[src/rtl/reg_ring_rotator_if.sv]
// Bundle of load / run-control handshakes and ring observation outputs for reg_ring_rotator.
// Handshake: a load transfers on a posedge where load_valid && load_ready; start is a one-cycle pulse honoured only in IDLE.
interface reg_ring_rotator_if #(
  parameter int WIDTH = 8
);
  logic             load_valid;
  logic             load_ready;
  logic [WIDTH-1:0] load_a;
  logic [WIDTH-1:0] load_b;
  logic [WIDTH-1:0] load_c;
  logic             start;
  logic             dir;
  logic [3:0]       count;
  logic             busy;
  logic             done;
  logic [WIDTH-1:0] a_out;
  logic [WIDTH-1:0] b_out;
  logic [WIDTH-1:0] c_out;
  logic [15:0]      total_steps;
  logic [1:0]       state_dbg;

  modport master (
    output load_valid, load_a, load_b, load_c, start, dir, count,
    input  load_ready, busy, done, a_out, b_out, c_out, total_steps, state_dbg
  );

  modport slave (
    input  load_valid, load_a, load_b, load_c, start, dir, count,
    output load_ready, busy, done, a_out, b_out, c_out, total_steps, state_dbg
  );
endinterface

[src/rtl/reg_ring_rotator.sv]
// Three-register ring that rotates forward (a<-b<-c<-a) or reverse a requested number of steps.
// Tracks a free-running 16-bit total of applied steps; state is exported on state_dbg.
module reg_ring_rotator #(
  parameter int WIDTH = 8
) (
  input  logic                 clk,
  input  logic                 rst,
  reg_ring_rotator_if.slave    bus
);

  typedef enum logic [1:0] {
    IDLE   = 2'd0,
    ROTATE = 2'd1,
    DONE   = 2'd2
  } state_t;

  state_t           state;
  state_t           state_nxt;
  logic [WIDTH-1:0] reg_a;
  logic [WIDTH-1:0] reg_b;
  logic [WIDTH-1:0] reg_c;
  logic [3:0]       remaining;
  logic             dir_q;
  logic [15:0]      total_q;

  always_ff @(posedge clk) begin
    if (rst) begin
      state <= IDLE;
    end else begin
      state <= state_nxt;
    end
  end

  // A load in the same cycle as start wins; the start is dropped.
  always_comb begin
    state_nxt = state;
    case (state)
      IDLE: begin
        if (!bus.load_valid && bus.start) begin
          state_nxt = (bus.count == 4'd0) ? DONE : ROTATE;
        end
      end
      ROTATE: begin
        if (remaining == 4'd1) begin
          state_nxt = DONE;
        end
      end
      DONE:    state_nxt = IDLE;
      default: state_nxt = IDLE;
    endcase
  end

  always_ff @(posedge clk) begin
    if (rst) begin
      reg_a     <= '0;
      reg_b     <= '0;
      reg_c     <= '0;
      remaining <= 4'd0;
      dir_q     <= 1'b0;
      total_q   <= 16'd0;
    end else begin
      case (state)
        IDLE: begin
          if (bus.load_valid) begin
            reg_a <= bus.load_a;
            reg_b <= bus.load_b;
            reg_c <= bus.load_c;
          end else if (bus.start && bus.count != 4'd0) begin
            remaining <= bus.count;
            dir_q     <= bus.dir;
          end
        end
        ROTATE: begin
          if (dir_q) begin
            reg_a <= reg_c;
            reg_b <= reg_a;
            reg_c <= reg_b;
          end else begin
            reg_a <= reg_b;
            reg_b <= reg_c;
            reg_c <= reg_a;
          end
          remaining <= remaining - 4'd1;
          total_q   <= total_q + 16'd1;
        end
        default: ;
      endcase
    end
  end

  assign bus.load_ready  = (state == IDLE);
  assign bus.busy        = (state != IDLE);
  assign bus.done        = (state == DONE);
  assign bus.a_out       = reg_a;
  assign bus.b_out       = reg_b;
  assign bus.c_out       = reg_c;
  assign bus.total_steps = total_q;
  assign bus.state_dbg   = state;

endmodule
[src/flat_wrapper.sv]
// flat-port wrapper written by rule: the top's interface ports become plain ports
module reg_ring_rotator_flat 
#(
  parameter int WIDTH = 8
)
  (clk, rst, bus_load_valid, bus_load_a, bus_load_b, bus_load_c, bus_start, bus_dir, bus_count, bus_load_ready, bus_busy, bus_done, bus_a_out, bus_b_out, bus_c_out, bus_total_steps, bus_state_dbg);
  reg_ring_rotator_if #(.WIDTH(WIDTH)) bus_i ();
  input  logic clk;
  input  logic rst;
  input wire logic [$bits(bus_i.load_valid)-1:0] bus_load_valid;
  input wire logic [$bits(bus_i.load_a)-1:0] bus_load_a;
  input wire logic [$bits(bus_i.load_b)-1:0] bus_load_b;
  input wire logic [$bits(bus_i.load_c)-1:0] bus_load_c;
  input wire logic [$bits(bus_i.start)-1:0] bus_start;
  input wire logic [$bits(bus_i.dir)-1:0] bus_dir;
  input wire logic [$bits(bus_i.count)-1:0] bus_count;
  output wire logic [$bits(bus_i.load_ready)-1:0] bus_load_ready;
  output wire logic [$bits(bus_i.busy)-1:0] bus_busy;
  output wire logic [$bits(bus_i.done)-1:0] bus_done;
  output wire logic [$bits(bus_i.a_out)-1:0] bus_a_out;
  output wire logic [$bits(bus_i.b_out)-1:0] bus_b_out;
  output wire logic [$bits(bus_i.c_out)-1:0] bus_c_out;
  output wire logic [$bits(bus_i.total_steps)-1:0] bus_total_steps;
  output wire logic [$bits(bus_i.state_dbg)-1:0] bus_state_dbg;
  assign bus_i.load_valid = bus_load_valid;
  assign bus_i.load_a = bus_load_a;
  assign bus_i.load_b = bus_load_b;
  assign bus_i.load_c = bus_load_c;
  assign bus_i.start = bus_start;
  assign bus_i.dir = bus_dir;
  assign bus_i.count = bus_count;
  assign bus_load_ready = bus_i.load_ready;
  assign bus_busy = bus_i.busy;
  assign bus_done = bus_i.done;
  assign bus_a_out = bus_i.a_out;
  assign bus_b_out = bus_i.b_out;
  assign bus_c_out = bus_i.c_out;
  assign bus_total_steps = bus_i.total_steps;
  assign bus_state_dbg = bus_i.state_dbg;
  reg_ring_rotator #(.WIDTH(WIDTH)) u_core (.clk(clk), .rst(rst), .bus(bus_i));
endmodule
[config.mk]
export PLATFORM = sky130hd
export DESIGN_NAME = reg_ring_rotator_flat
export DESIGN_NICKNAME = d
export VERILOG_FILES = /design/src/rtl/reg_ring_rotator_if.sv /design/src/rtl/reg_ring_rotator.sv /design/src/flat_wrapper.sv
export SDC_FILE = /design/constraint.sdc
export NUM_CORES = 1
export LEC_CHECK = 0
export ABC_CLOCK_PERIOD_IN_PS = 1360
export CORE_MARGIN = 5
export CORE_UTILIZATION = 42
export CTS_CLUSTER_SIZE = 20
export DETAILED_ROUTE_END_ITERATION = 16
export PLACE_DENSITY_LB_ADDON = 0.08
export SKIP_CTS_REPAIR_TIMING = 1
export SLEW_MARGIN = 20
export SYNTH_ARGS = -nofsm -noshare
export SYNTH_HDL_FRONTEND = slang
export SYNTH_SLANG_ARGS = --single-unit
export TNS_END_PERCENT = 50
[constraint.sdc]
create_clock -name clk -period 1.36 [get_ports clk]
set_clock_uncertainty 0.05 [all_clocks]
set_input_delay 0.136 -clock clk [delete_from_list [all_inputs] [get_ports clk]]
set_output_delay 0.136 -clock clk [all_outputs]
set_load 0.02 [all_outputs]
## After elaboration in Yosys (flattened, before gate mapping)

Cells that the tools add are included.

- Register bits: 47
- Output and inout bits: 45

- Add/subtract/negate cells: 2
- Multiplexer cells: 16
- Bitwise operators: 1
- Equality and inequality tests: 8
- Reduce and logical (&&, ||, !) cells: 12

Operators by type and width:

| cell | count |
|---|---|
| 8-bit 2-to-1 mux | 6 |
| 8-bit case mux with 2 select lines | 3 |
| 16-bit by 1-bit adder with 16-bit output, second input constant | 1 |
| 4-bit 2-to-1 mux | 2 |
| 4-bit case mux with 2 select lines | 1 |
| 2-bit 2-to-1 mux | 3 |
| 2-bit by 1-bit != test with 1-bit output, second input constant | 3 |
| 3-bit AND reduction | 2 |
| 4-bit by 1-bit equality test with 1-bit output, second input constant | 1 |
| 4-bit zero test | 1 |
| 2-bit != test, second input constant | 2 |
| 2-bit case mux with 2 select lines | 1 |
| 2-bit AND reduction | 2 |
| 2-bit nonzero test | 2 |
| 4-bit nonzero test | 1 |
| 4-bit by 1-bit subtractor with 4-bit output, second input constant | 1 |
| 2-bit by 1-bit equality test with 1-bit output, second input constant | 1 |
| 2-bit equality test, second input constant | 1 |
| 1-bit logical AND | 2 |
| 2-bit zero test | 1 |
| 1-bit zero test | 1 |
| 1-bit NOT | 1 |

## Logic depth before layout (Yosys ltp)

Gate-level depths: netlist of run 1.

- Depth in word-level cells: 5
- Depth in mapped cells: 7

## Least setup slack after synthesis of run 1

Ideal clock, no wire load.

- Kind: register -> register
- From: reg u_core.state[0] (netlist: u_core.bus.state_dbg[0])
- To: reg u_core.remaining[0]
- Path slack: -262 ps
- Stages on the path, launching flop included: 7
- Arrival: 1445 ps
- Data required time: 1184 ps
- Path through: dfxtp_1 buf_6 or2_4 or3_4 buf_6 o21ai_1 a31oi_1

- Cells in the longest elaborated chain, start to end: 3
- Elaborated cells on any way between the ends: 7

Ends and longest elaborated chain:

| what | RTL line | RTL |
|---|---|---|
| from (decl) | reg_ring_rotator.sv:17 | `state_t state;` |
| from (signal assigned) | reg_ring_rotator.sv:30 | `state <= state_nxt;` |
| 2-bit zero test / 2-bit by 1-bit equality test with 1-bit output (equally long branches) | reg_ring_rotator.sv:62 | `case (state)` |
| 2-bit by 1-bit != test with 1-bit output (no source line), or another cell as far along | n/a |  |
| 3-bit AND reduction (no source line) | n/a |  |
| to (signal assigned) | reg_ring_rotator.sv:69 | `remaining <= bus.count;` |
| to (signal assigned) | reg_ring_rotator.sv:83 | `remaining <= remaining - 4'd1;` |
| to (decl) | reg_ring_rotator.sv:22 | `logic [3:0] remaining;` |

Several ways; a longest one is shown, not always the timed one.
A chain may end at the register's enable or synchronous reset.

## Worst setup path in the final report of run 1

- From: reg u_core.state[0] (netlist: u_core.bus.state_dbg[0])
- To: reg u_core.total_q[13] (netlist: u_core.bus.total_steps[13])

- Cells in the longest elaborated chain, start to end: 1

Ends and longest elaborated chain:

| what | RTL line | RTL |
|---|---|---|
| 2-bit by 1-bit equality test with 1-bit output | reg_ring_rotator.sv:62 |  |
| to (signal assigned) | reg_ring_rotator.sv:84 | `total_q <= total_q + 16'd1;` |
| to (decl) | reg_ring_rotator.sv:24 | `logic [15:0] total_q;` |

No other way between the ends.

==> results of run 1 <==
[sequential cells by signal (all words and copies together), names as in the netlist]
name / count
u_core.bus.total_steps: 16
u_core.bus.a_out: 8
u_core.bus.b_out: 8
u_core.bus.c_out: 8
u_core.remaining: 4
u_core.bus.state_dbg: 2
u_core.dir_q: 1
[worst max-delay path by stage]
stage	start	end	slack (ns)	cells after the start
after floorplan	u_core.bus.state_dbg[0]	u_core.remaining[0]	-0.18	6
after global placement	bus_count[1]	u_core.remaining[3]	-0.27	5
after detailed placement	bus_count[1]	u_core.remaining[3]	-0.27	5
after CTS	u_core.bus.state_dbg[0]	bus_load_ready	-0.41	3
after global routing	u_core.bus.state_dbg[0]	u_core.bus.total_steps[13]	-0.14	6
final	u_core.bus.state_dbg[0]	u_core.bus.total_steps[13]	-0.07	6
[layout make-up]
cell class | count | area [sq um] | share of cell area, %
clock buffer | 7 | 76.3 | 2.01
inverter | 9 | 33.8 | 0.892
clock inverter | 1 | 5.00 | 0.132
sequential | 47 | 972 | 25.7
tap | 72 | 90.1 | 2.38
multi-input combinational | 218 | 1430 | 37.8
timing repair buffer | 110 | 1180 | 31.1
[cells in the final DEF, fill, tap and decap left out, drive strengths merged, types with 4 or more instances in the layout]
cell type and instances:
buf 34, nor4 5, o211ai 24, a21oi 36, nor3 7, nand2 58, nand4 5, xnor2 8
mux2i 24, nor2 17, dfxtp 47, nand3 4, clkdlybuf4s50 31, dlymetal6s2s 43, clkbuf 9, inv 9
a31o 4
[kinds of logic after synthesis]
logic type      synth area share [%]
fa+ha+maj                       1.54
compound gates                  18.5
buf+inv                         5.87
mux                             9.89
xor+xnor                        3.60
flops                           38.7
simple gates                    21.9
[report_power, final]
group          switching, W  total, W  leakage [nW]  internal (W)
clock network      0.000444  0.000805        0.0422      0.000361
registers         0.0000888   0.00155         0.393       0.00146
logic              0.000419  0.000851          1.63      0.000432
[metal layers]
metal | share of wire [%] | track usage, % | vias up | routed length, microns
met1 | 46 | 21.5 | 1100 | 2960
met2 | 47 | 27.0 | 52 | 3030
met3 | 6.6 | 5.28 | 5 | 427
li1 | - | - | 1229 | -
met5 | 0 | 0 | - | 0
met4 | 1.2 | 5.47 | 0 | 80
[stage by stage]
| stage | instance area (sq um) | worst slack, ns | utilization (%) | TNS, ns |
|---|---|---|---|---|
| 6_report | 3790 | -0.0744 | 68.0 | -0.167 |
| 5_1_grt | 3790 | -0.139 | 68.0 | -1.40 |
| 4_1_cts | 3610 | -0.414 | 64.8 | -8.04 |
| 3_5_place_dp | 3530 | -0.274 | 63.4 | -4.33 |
| 3_3_place_gp | 3530 | -0.270 | 63.4 | -3.51 |
| 2_1_floorplan | 2500 | -0.185 | - | -1.13 |
==> flow_summary.yaml, run 1 <==
status:
  status: "complete, but fails checks"
  failed_checks: "setup timing"
timing:
  finalWorstSetupSlack_ns: -0.0744
  relSlewSlack_pct: 75.9
  setup_violations: 5
  min_period_ns: 1.43
  timing.fmax_mhz: 697
  finalHoldViolations: 0
  fin_crit_sh_pct: 105
  final-max-slew-violation-count: 0
  grt_setup_unrepaired: "true"
  holdWs_ns: 0.198
  worst_pin_slew_ns: 0.359
critical_path:
  path_common_cell: "buf_4"
  r2r-start: "u_core.bus.state_dbg[0]"
  cp_top_family: "flip-flops"
  crit_path_end_kind: "flip-flop"
  cp.required_ns: 1.48
  r2r_slack_ns: -0.07
  startpoint_type: "flip-flop"
  r2r.worst_path.cells: 6
  critPathMaxStageDelay_ns: 0.37
  crit_slowest_cell: "dfxtp_4"
  crit_buf_inv: 2
  rr_endpoint: "u_core.bus.total_steps[13]"
  crit_type: "flip-flop to flip-flop"
  crit_fanout: 5
  cp.arrival_ns: 1.55
  path_cells: "buf_4, nand4b_1, buf_4, nor4_4, a31o_2, a21oi_1"
power:
  leakage_nw: 2.06
  power_density_nw_per_um2: 845
  design_power_total_w: 0.00320
  ir_drop_v: 0.000511
cts:
  ctsHtreeMaxLevel: 2
  clock_path_buffers: 2
  cts_buffers: 5
  clock_latency_ns: 0.30
  path_clk_slew_ns: 0.08
  root_buffer: "clkbuf_8"
  numClockSinks: 47
  cts_tree: "done"
worst_hold_path:
  worstHoldPathType: "input port to flip-flop"
  hold_path_depth: 2
  min_to: "u_core.bus.c_out[1]"
  min_from: "rst"
placed_design:
  hpwl_mm: 4.60
  portBuffers: 77
  dp.cells: 455
  gp_congestion: 0.795
global_route:
  antenna_found_initial: 0
  grt_pass1_wl_mm: 10.1
  grt_pass1_vias: 2224
  overflow: 0
  grt_usage_pct: 16.9
  grt_max_degree: 39
logic_synthesis:
  synthTopCellsByArea: "dfxtp_1 39%, mux2i_1 9.9%, nand2_1 9.0%, a21oi_1 7.4%, o211ai_1 7.4%"
  netlist_instances: 295
  synth-async-reset-ratio_pct: 0
  yosys_warnings: 0
  avgSynthCellArea_sq_um: 8.24
  synth_area_leader_cell: "dfxtp_1"
  synth-main-ff-cell: "dfxtp_1"
  ys_seq_area_share_pct: 38.7
  syn-cell-area_sq_um: 2430
  ys_seq_elements: 47
  synth.distinct_cells: 36
  synth.most_common_cell: "nand2_1"
  syn_nets: 331
  synthTopCellsByCount: "58 x nand2_1, 47 x dfxtp_1, 36 x a21oi_1"
  synth-edff-count: 0
  synth_top_area_share_pct: 38.7
die:
  die_w_microns: 86.1
  io_pins: 78
  die-area_sq_um: 7410
  rows: 27
  start_util_pct: 43.6
  die_h_microns: 86.1
  core_area_sq_um: 5570
route:
  vias_per_cell: 5.14
  drt_iter0_drc: 60
  drc: 0
  dr.pass1.iters: 4
  drt.antenna.violating_nets: 0
  num_vias: 2386
  wire_per_inst_microns: 14.0
  wirelength_mm: 6.49
finish:
  layout-drive-gt1-share_pct: 19.1
  finalNonFillerCells: 464
  nets: 427
  antennaDiodeCount: 0
  syn_to_final_growth_pct: 55.9
  nFillCells: 469
run:
  maxCapViolations: 0
No activity file was read; power rests on OpenSTA's default activity.
==> run 2, diff against run 1 <==
Settings changed: CAP_MARGIN set to 20, CORE_UTILIZATION 42 to 40.
==> flow_summary.yaml, run 2 (same netlist as run 1, synthesis figures left out) <==
status:
  status: "complete, but fails checks"
  failed_checks: "setup timing"
global_route:
  grt_pass1_wl_mm: 10.2
  overflow: 0
  grt_usage_pct: 16.2
  grt_max_degree: 37
  grt_pass1_vias: 2274
  antenna_found_initial: 0
die:
  start_util_pct: 41.0
  core_area_sq_um: 5920
  die_h_microns: 87.9
  die_w_microns: 87.9
  rows: 28
  die-area_sq_um: 7730
  io_pins: 78
timing:
  fin_crit_sh_pct: 104
  timing.fmax_mhz: 706
  grt_setup_unrepaired: "true"
  totalNegativeSetupSlack_ns: -0.131
  holdWs_ns: 0.0864
  relSlewSlack_pct: 76.0
  min_period_ns: 1.42
  finalWorstSetupSlack_ns: -0.0556
  setup_violations: 6
  worst_pin_slew_ns: 0.358
  final-max-slew-violation-count: 0
  finalHoldViolations: 0
finish:
  fin_util_pct: 64.2
  layout-drive-gt1-share_pct: 20.8
  syn_to_final_growth_pct: 56.5
  final_cell_mix: "57 x nand2_1, 42 x dlymetal6s2s_1, 35 x a21oi_1, 34 x dfxtp_1"
  nFillCells: 531
  final_common_cell: "nand2_1"
  nets: 430
  largest_reg_flops: 16
  antennaDiodeCount: 0
worst_hold_path:
  worstHoldPathType: "input port to flip-flop"
placed_design:
  gp_congestion: 0.795
  post-place-ws_ns: -0.279
  hpwl_mm: 4.41
  portBuffers: 77
critical_path:
  rr_endpoint: "u_core.bus.total_steps[13]"
  crit_path_end_kind: "flip-flop"
  cp.required_ns: 1.50
  crit_slowest_cell: "dfxtp_4"
  cp_top_family: "flip-flops"
  path_cells: "buf_6, nand4b_1, buf_4, nor4_4, a31o_2, a21oi_1"
  cp.arrival_ns: 1.55
  crit_start: "u_core.bus.state_dbg[0]"
  critPathMaxStageDelay_ns: 0.38
  crit_buf_inv: 2
  cp.depth: 6
  r2r.worst_path.cells: 6
  r2r-start: "u_core.bus.state_dbg[0]"
  crit_type: "flip-flop to flip-flop"
  crit_fanout: 5
  r2r_slack_ns: -0.06
  crit_end: "u_core.bus.total_steps[13]"
  startpoint_type: "flip-flop"
power:
  design_power_total_w: 0.00329
  power_density_nw_per_um2: 866
  leakage_nw: 2.03
  ir_drop_v: 0.000430
route:
  wirelength_mm: 6.27
  dr.pass1.iters: 4
  num_vias: 2385
  wire_per_inst_microns: 13.4
  drt_iter0_drc: 61
  vias_per_cell: 5.09
  drt.antenna.violating_nets: 0
  drc: 0
cts:
  clock_latency_ns: 0.29
  numClockSinks: 47
  cts_buffers: 5
  path_clk_slew_ns: 0.09
  ctsHtreeMaxLevel: 2
  cts_tree: "done"
  clock_path_buffers: 2
  root_buffer: "clkbuf_8"
run:
  maxCapViolations: 0
[run 2: cell types whose count changed in the layout (fill, tap and decap cells not counted), moves of 2 or more]
| cell | change |
|---|---|
| buf_4 | +4 |
| dfxtp_2 | +4 |
| dfxtp_4 | -4 |
| nor3_1 | -2 |
| nor3_2 | +2 |
| nor4_2 | +2 |
[run 2: cell type report]
cell class                 count  area (sq um)  share of cell area [%]
inverter                       9          33.8                   0.888
clock buffer                   7          97.6                    2.57
timing repair buffer         113          1180                    31.0
multi-input combinational    218          1440                    37.7
sequential                    47           962                    25.3
tap                           75          93.8                    2.47
[run 2: worst min-delay path by stage]
stage	end	from	cells after the start	slack [ns]
after floorplan	u_core.dir_q	bus_dir	2	0.23
after global placement	u_core.bus.total_steps[11]	rst	2	0.39
after detailed placement	u_core.bus.c_out[6]	rst	2	0.39
after CTS	u_core.bus.total_steps[13]	rst	2	0.07
after global routing	u_core.bus.total_steps[13]	rst	2	0.07
final	u_core.bus.total_steps[13]	rst	2	0.09
[run 2: routing by layer]
| layer | global-route usage, % | routed length (microns) | share of wire (%) | vias up |
|---|---|---|---|---|
| met3 | 4.89 | 446 | 7.1 | 8 |
| met5 | 0 | 0 | 0 | - |
| met2 | 26.4 | 2950 | 47 | 63 |
| met1 | 20.9 | 2800 | 45 | 1077 |
| met4 | 4.18 | 66 | 1.1 | 0 |
| li1 | - | - | - | 1237 |
[run 2: through the flow]
step,cell area [sq um],std cells
6_report,3800,469
5_1_grt,3800,469
4_1_cts,3640,467
3_5_place_dp,3540,460
3_3_place_gp,3540,460
2_1_floorplan,2500,295
[run 2: power breakdown]
part | total (W) | switching [W] | internal [W]
registers | 0.00155 | 0.0000874 | 0.00147
logic | 0.000836 | 0.000411 | 0.000426
clock network | 0.000904 | 0.000439 | 0.000465
total | 0.00329 | 0.000936 | 0.00236
[run 2: worst reg2reg max path: stages, from the launching register on]
cell and delay (ns):
dfxtp_4 0.38, buf_6 0.11, nand4b_1 0.08, buf_4 0.17, nor4_4 0.27, a31o_2 0.21
a21oi_1 0.05
